<file path="src/rtl/button_conditioner.sv">
// Per-channel push-button front end: 2-FF sync, counter debounce, press/release
// pulses and a hold-to-repeat strobe. All outputs registered.
`timescale 1ns/1ps
module button_conditioner #(
  parameter int unsigned N_BTN           = 5,
  parameter int unsigned DEBOUNCE_CYCLES = 1_000_000,
  parameter int unsigned REPEAT_DELAY    = 50_000_000,
  parameter int unsigned REPEAT_PERIOD   = 10_000_000
) (
  input  logic             clk_i,
  input  logic             reset_i,
  input  logic [N_BTN-1:0] btn_in_i,
  output logic [N_BTN-1:0] level_o,
  output logic [N_BTN-1:0] press_o,
  output logic [N_BTN-1:0] release_o,
  output logic [N_BTN-1:0] strobe_o
);

  localparam int unsigned CW = $clog2(DEBOUNCE_CYCLES + 1);
  localparam int unsigned DW = $clog2(REPEAT_DELAY + 1);
  localparam int unsigned PW = $clog2(REPEAT_PERIOD + 1);
  localparam int unsigned RW = (DW > PW) ? DW : PW;

  localparam logic [CW-1:0] DB_LAST = CW'(DEBOUNCE_CYCLES - 1);
  localparam logic [RW-1:0] RD_LAST = RW'((REPEAT_DELAY == 0) ? 0 : REPEAT_DELAY - 1);
  localparam logic [RW-1:0] RP_LAST = RW'(REPEAT_PERIOD - 1);

  logic [N_BTN-1:0] s1_q, s2_q;
  logic [N_BTN-1:0] level_q, level_d;
  logic [N_BTN-1:0] press_q, press_d;
  logic [N_BTN-1:0] release_q, release_d;
  logic [N_BTN-1:0] strobe_q, strobe_d;
  logic [N_BTN-1:0] rep_phase_q, rep_phase_d;
  logic [CW-1:0]    cnt_q [N_BTN];
  logic [CW-1:0]    cnt_d [N_BTN];
  logic [RW-1:0]    rc_q  [N_BTN];
  logic [RW-1:0]    rc_d  [N_BTN];

  always_comb begin
    level_d     = level_q;
    press_d     = '0;
    release_d   = '0;
    strobe_d    = '0;
    rep_phase_d = rep_phase_q;
    cnt_d       = cnt_q;
    rc_d        = rc_q;
    for (int unsigned i = 0; i < N_BTN; i++) begin
      if (s2_q[i] == level_q[i]) begin
        cnt_d[i] = '0;
      end else if (cnt_q[i] == DB_LAST) begin
        level_d[i] = s2_q[i];
        cnt_d[i]   = '0;
      end else begin
        cnt_d[i] = cnt_q[i] + 1'b1;
      end
      press_d[i]   = level_d[i] & ~level_q[i];
      release_d[i] = ~level_d[i] & level_q[i];

      // rc counts toward REPEAT_DELAY first, then is reloaded each REPEAT_PERIOD.
      if (!(level_q[i] && level_d[i])) begin
        rc_d[i]        = '0;
        rep_phase_d[i] = 1'b0;
        strobe_d[i]    = press_d[i];
      end else if (REPEAT_DELAY == 0) begin
        rc_d[i] = '0;
      end else if (rc_q[i] == (rep_phase_q[i] ? RP_LAST : RD_LAST)) begin
        strobe_d[i]    = 1'b1;
        rc_d[i]        = '0;
        rep_phase_d[i] = 1'b1;
      end else begin
        rc_d[i] = rc_q[i] + 1'b1;
      end
    end
  end

  always_ff @(posedge clk_i) begin
    if (reset_i) begin
      s1_q        <= '0;
      s2_q        <= '0;
      level_q     <= '0;
      press_q     <= '0;
      release_q   <= '0;
      strobe_q    <= '0;
      rep_phase_q <= '0;
      cnt_q       <= '{default: '0};
      rc_q        <= '{default: '0};
    end else begin
      s1_q        <= btn_in_i;
      s2_q        <= s1_q;
      level_q     <= level_d;
      press_q     <= press_d;
      release_q   <= release_d;
      strobe_q    <= strobe_d;
      rep_phase_q <= rep_phase_d;
      cnt_q       <= cnt_d;
      rc_q        <= rc_d;
    end
  end

  assign level_o   = level_q;
  assign press_o   = press_q;
  assign release_o = release_q;
  assign strobe_o  = strobe_q;

endmodule

</file>
<file path="config.mk">
export PLATFORM = sky130hd
export DESIGN_NAME = button_conditioner
export DESIGN_NICKNAME = d
export VERILOG_FILES = /design/src/rtl/button_conditioner.sv
export SDC_FILE = /design/constraint.sdc
export NUM_CORES = 1
export LEC_CHECK = 0
export CORE_ASPECT_RATIO = 1.5
export CORE_MARGIN = 2
export CORE_UTILIZATION = 50
export DETAILED_ROUTE_END_ITERATION = 12
export PLACE_DENSITY = 0.66
export SYNTH_ARGS = -nofsm -noshare
export SYNTH_HDL_FRONTEND = slang
export SYNTH_SLANG_ARGS = --single-unit
</file>
<file path="constraint.sdc">
create_clock -name clk_i -period 1.9 [get_ports clk_i]
set_clock_uncertainty 0.1 [all_clocks]
set_input_delay 0.19 -clock clk_i [delete_from_list [all_inputs] [get_ports clk_i]]
set_output_delay 0.19 -clock clk_i [all_outputs]
set_load 0.1 [all_outputs]
</file>
# == Yosys cells after proc, flatten, opt, wreduce, memory -nomap -nowiden ==
# Index checks and enable logic that the tools add are counted.
# totals
register_bits,265
input_bits,7
# op_classes
addsub,10
n_eq_ne,15
muxes,25
bitwise_logic,25
n_reduce_logical,20
# op_table
cell,count
$add 26x1->26 const B,5
$eq 26x26->1,5
$mux 26,5
$add 20x1->20 const B,5
$eq 20x20->1 const B,5
$reduce_or 3->1,10
$mux 1,20
$not 1->1,15
$and 1x1->1,10
$reduce_or 2->1,5
$eq 1x1->1,5
$logic_and 1x1->1,5

# == Depth between registers and ports, before layout ==
# Gate-level depths: netlist (run 1).
# logic_depth
ltp_word,6
depth_mapped,8
mapped_depth_nobuf,6

# == Worst setup path after synthesis (run 1) ==
# OpenSTA, ideal clock, no wires.
# synth_timing
path_kind,flip-flop to flip-flop
startpoint,reg level_q[3] (netlist: level_o[3])
endpoint,reg rc_q[38] in the netlist's numbering
t_arrival_ps,1997
setup_slack_ps,-262
path_stages_with_launch,6
synth_period_minus_slack_ps,2162
path_cell_list,dfxtp_1 -> nand2b_1 -> or3_1 -> buf_6 -> buf_8 -> nor2_1
# synth_between
elab_chain_cells,5
elab_cells_between_ends,6
classes_between,eq/ne: 1; mux: 2; bitwise: 1; reduce/logical: 2
# synth_lines
element,line_no,source
from (decl),29,"logic [N_BTN-1:0] level_q, level_d;"
from (signal assigned),90,level_q <= level_d;
$mux 1 / $eq 1x1->1 (equally long branches),"50, 48",
$mux 1,48,if (s2_q[i] == level_q[i]) begin
$logic_and 1x1->1 *,60,if (!(level_q[i] && level_d[i])) begin
$not 1->1 (no source line) *,n/a,
$reduce_or 3->1 (no source line) *,n/a,
to (signal assigned),96,rc_q <= rc_d;
to (decl),36,logic [RW-1:0] rc_q [N_BTN];
# Mark *: on every way between the ends. The rest lies on a longest branch, timed or not.
# A chain may end at the register's enable or synchronous reset.

# == Final worst setup path (run 1) ==
# layout_timing
startpoint,reg rc_q[7] in the netlist's numbering
endpoint,reg rc_q[23] in the netlist's numbering
# layout_between
elab_chain_cells,2
elab_cells_between_ends,3
classes_between,add/sub: 1; eq/ne: 1; reduce/logical: 1
# layout_lines
element
branches (longest 2 deep; another with $add 26x1->26)
# Parallel ways; which one is timed is not known.

==> results.txt, run 1 <==
- Status: finished, violations left
* Violations in the final reports: negative setup slack
- The longest clock path from root to sink contains 3 buffers.
- Along the worst path, the maximum fanout reaches 5.
- Measured along the x axis, the die boundary spans 127 microns.
* Site row count: between 60 and 70
- First-pass GRT wire length: roughly 40 mm
- Part of the Yosys area used for sequential elements: 0.466
- Of the total power, the share spent switching nets is 0.201.
- Library cell contributing the largest single delay on the critical path: nor4_1
- The initial utilization of the core area, before any placement, comes to 0.509.
* Logic gate share of total power: 0.009
- At the placement stage, the worst setup path has a slack of around 18 ps.
* Antenna-violating nets left: 0
* Global routing usage summed across all routing layers: 0.191
- First-iteration detailed-routing DRC count: around 320
- Final worst path period need: between 1500 and 2000 ps
- Clock-pin slew was measured on the worst setup and hold paths at around 60 ps.
- Setup repair after global routing could not meet its margin everywhere.
* Min-delay worst type: input port to flop
- The die covers 0.0240 sq mm.
* NumNets Final: between 1000 and 1500
- Adding up every negative setup slack in the final design gives -5.79 ps.
- Via count of the first global-routing pass: ~9000
* Antenna violations before repair: 0
- Highest clock frequency the design can meet: between 500 and 600 MHz
- Mean cell area of the mapped netlist: 8.99 sq um
* Wire length per cell: 13.8 microns
- Slew margin rel.: 0.674
- Number of detailed-routing iterations run before antenna repair: 4
- Proportion of layout cells with a drive suffix above 1: 0.189
- The most numerous cell type found on the critical path is buf_4.
- Via density per instance: around 5.3
- Final worst setup slack: -5.79 ps
- 27 I/O pins were placed.
* Most frequently used flop master after synthesis: dfxtp_1
- Slowest Stage Delay on Critical Path: roughly 430 ps
* Fill cell total of the finished layout: between 1500 and 2000
- Kind of critical path: flop to flop
- In this run the cell area of the synthesized design comes to between 0.01 and 0.015 sq mm.
* Number of synthesized register bits: 265
- Cell Count Post-Placement: 1684
- Capturing element type of the critical path: flop
* Layout Cell Area excl Fill: 0.0143 sq mm
* Final number of setup-violating endpoints: 1
* Data arrival, critical path: 2220 ps
* Proportion of power drawn by the clock network: 0.484
* TritonCTS clock tree: yes
- For this run, the number of standard cells in the final layout without fillers is approximately 1700.
* Aggregate routed wire length: 23.9 mm
- Grouping stages by cell kind, the critical path spends the most delay in simple AND/OR/NAND/NOR gates.
- Die Span Y: 189 microns
- Counting every net in the synthesized netlist gives 1284.
* Sink count of the clock tree: approximately 270
- Post-Place Cell Area: 0.0130 sq mm
- Across the VDD grid, the largest voltage drop is approximately 0.7 mV.
- # DRC: 0
- Final GP Congestion: 0.840
* Total power density per cell area: around 770 mW/mm^2
- Critical path cell sequence: buf_4, nand4_1, nor4_1, buf_4, nand3_1, xor2_1, nor2_4
* Overflow left after global routing: 0
- From synthesis to final layout, the design area changed by 25.8%.
- In the synthesized netlist the async set-or-reset flop fraction comes to 0.
- Cell count after synthesis: around 1300
- Counting the buffers created by CTS gives 27.
* Vias: just over 9000
* Area inside the core boundary: 0.0224 sq mm
- Slew at the pin closest to its max-slew limit: ~480 ps
- Warning count from the yosys run: 0
- Number of flops mapped to enable cells by yosys: 0
* Insertion delay to the later sink of the worst-skew pair: around 530 ps
* Max-slew violation count: 0
- Of the available clock period, the critical path in the final layout requires 1.00.
- Critical path required time: 2210 ps
- Root buffer cell: clkbuf_16
* Fin. Hold Viols: 0
- Static leakage: slightly above 0.005 uW
- Distinct cell type count of the synthesized netlist: 54
* Kind of launch point of the worst setup path: flop
* Maximum number of pins on one net before global-route repair: 27
- HPWL Detailed: ~16 mm
- Count of input and output buffers: 26
- Max-Cap Viols: 0
* Number of diodes: 0
* H-Tree Level Count: 1
* Switching power summed over all nets: 2210 uW
* Buffers and inverters on the worst path: 2
- Cell internal power was estimated by the tool at around 8800 uW.
- The share of total power dissipated in sequential elements is 0.508.
final timing paths:
| path | end | from | slack [ps] | cells past startpoint |
|---|---|---|---|---|
| setup / recovery | rc_q[23] | rc_q[7] | -6 | 7 |
| hold / removal | s1_q[0] | btn_in_i[0] | 110 | 2 |
| setup reg to reg | rc_q[23] | rc_q[7] | -6 | 7 |
| hold reg to reg | s2_q[0] | s1_q[0] | 330 | 1 |
sequential cells by signal, indices dropped and copies added, names as in the netlist:
register	count
strobe_o	5
rc_q	130
cnt_q	100
press_o	5
release_o	5
s1_q	5
rep_phase_q	5
level_o	5
s2_q	5
through the flow:
step	hold WS [ps]	power, uW	utilization
finish	114	11000	0.641
global route	116	11400	0.641
detailed placement	327	5800	0.580
global placement	318	5790	0.580
floorplan	218	5740	-
CTS	101	11100	0.620
metal layers:
layer | track usage | part of all wire | vias to the layer above | routed length (microns)
met1 | 0.222 | 0.42 | 4394 | 10100
li1 | - | - | 4746 | -
met2 | 0.362 | 0.53 | 106 | 12600
met4 | 0.0537 | 0.022 | 0 | 537
met3 | 0.0246 | 0.029 | 41 | 702
met5 | 0 | 0 | - | 0
layout by cell type, fill, tap and decap left out, types with 4 or more instances in the layout:
master / synthesis / routed
a211oi_1: 4 / 4
a21oi_1: 8 / 8
and2_1: 12 / 12
and3_1: 33 / 33
and4_1: 26 / 25
buf_12: 0 / 12
buf_4: 6 / 154
clkbuf_1: 8 / 4
clkbuf_16: 0 / 31
clkbuf_8: 0 / 4
clkdlybuf4s50_1: 0 / 6
clkinv_2: 0 / 7
dfxtp_1: 265 / 252
dfxtp_2: 0 / 13
ha_1: 10 / 7
inv_1: 14 / 14
mux2i_1: 4 / 4
nand2_1: 70 / 69
nand2b_1: 5 / 5
nand3_1: 103 / 100
nand3b_1: 5 / 5
nand4_1: 66 / 66
nor2_1: 272 / 266
nor2_4: 0 / 6
nor2b_1: 12 / 12
nor3_1: 27 / 24
nor4_1: 21 / 19
nor4b_1: 19 / 15
nor4b_2: 0 / 4
nor4bb_1: 8 / 5
o21ai_0: 5 / 5
or3_1: 5 / 4
xnor2_1: 66 / 66
xor2_1: 144 / 144
cell usage after synthesis (all sizes together), types with 4 or more instances:
cell type    n  area [sq um]
xnor2       66           578
and2        12          75.1
and4        26           228
clkbuf       8          30.0
a21oi        8          40.0
or4          4          30.0
nor2       272          1020
mux2i        4          40.0
ha          10           125
nand4       67           425
nor4b       19           166
inv         14          52.6
and3        33           206
nor3        27           135
nor4        23           156
xor2       144          1260
nand2       71           269
nand2b       5          31.3
a211oi       5          42.5
nand3      103           515
nand3b       5          37.5
nor4bb       8          80.1
o21ai        5          25.0
buf         19           148
nor2b       12          75.1
or3          5          31.3
dfxtp      265          5310
layout make-up:
cell class | count | area (sq um) | share of cell area
clock buffer | 35 | 746 | 0.0520
clock inverter | 12 | 143 | 0.00995
inverter | 14 | 52.6 | 0.00366
multi-input combinational | 961 | 6170 | 0.430
sequential | 265 | 5320 | 0.371
tap | 276 | 345 | 0.0241
timing repair buffer | 177 | 1570 | 0.109
power by group through the flow:
stage | sequential [uW] | combinational (uW) | clock, uW
floorplan | 5700 | 37.5 | 0
detailed placement | 5700 | 94.4 | 0
global route | 5580 | 103 | 5690
finish | 5580 | 94.0 | 5320
global placement | 5700 | 92.8 | 0
CTS | 5580 | 95.2 | 5450
cells by family after synthesis:
group,after synthesis,synth area share
mux,4,0.00351
xor+xnor,210,0.161
simple gates,708,0.318
buf+inv,41,0.0202
compound gates,29,0.0201
flops,265,0.466
fa+ha+maj,10,0.0110
what timing repair did:
item | in CTS | in global routing
pin swaps | 1 | 15
hold buffers | 0 | 0
resized for setup | 0 | 60
setup endpoints to repair | 6 | 186
buffers inserted | 0 | 4
cloned | 0 | 5
No activity file was read; power rests on OpenSTA's default activity.
==> run 2: changes to the inputs <==
--- a/config.mk
+++ b/config.mk
@@ -5,6 +5,7 @@
 export SDC_FILE = /design/constraint.sdc
 export NUM_CORES = 1
 export LEC_CHECK = 0
+export CAP_MARGIN = 20
 export CORE_ASPECT_RATIO = 1.5
 export CORE_MARGIN = 2
 export CORE_UTILIZATION = 50
==> results of run 2 <==
Same layout as run 1: the final DEF is identical, and so are final timing and power.
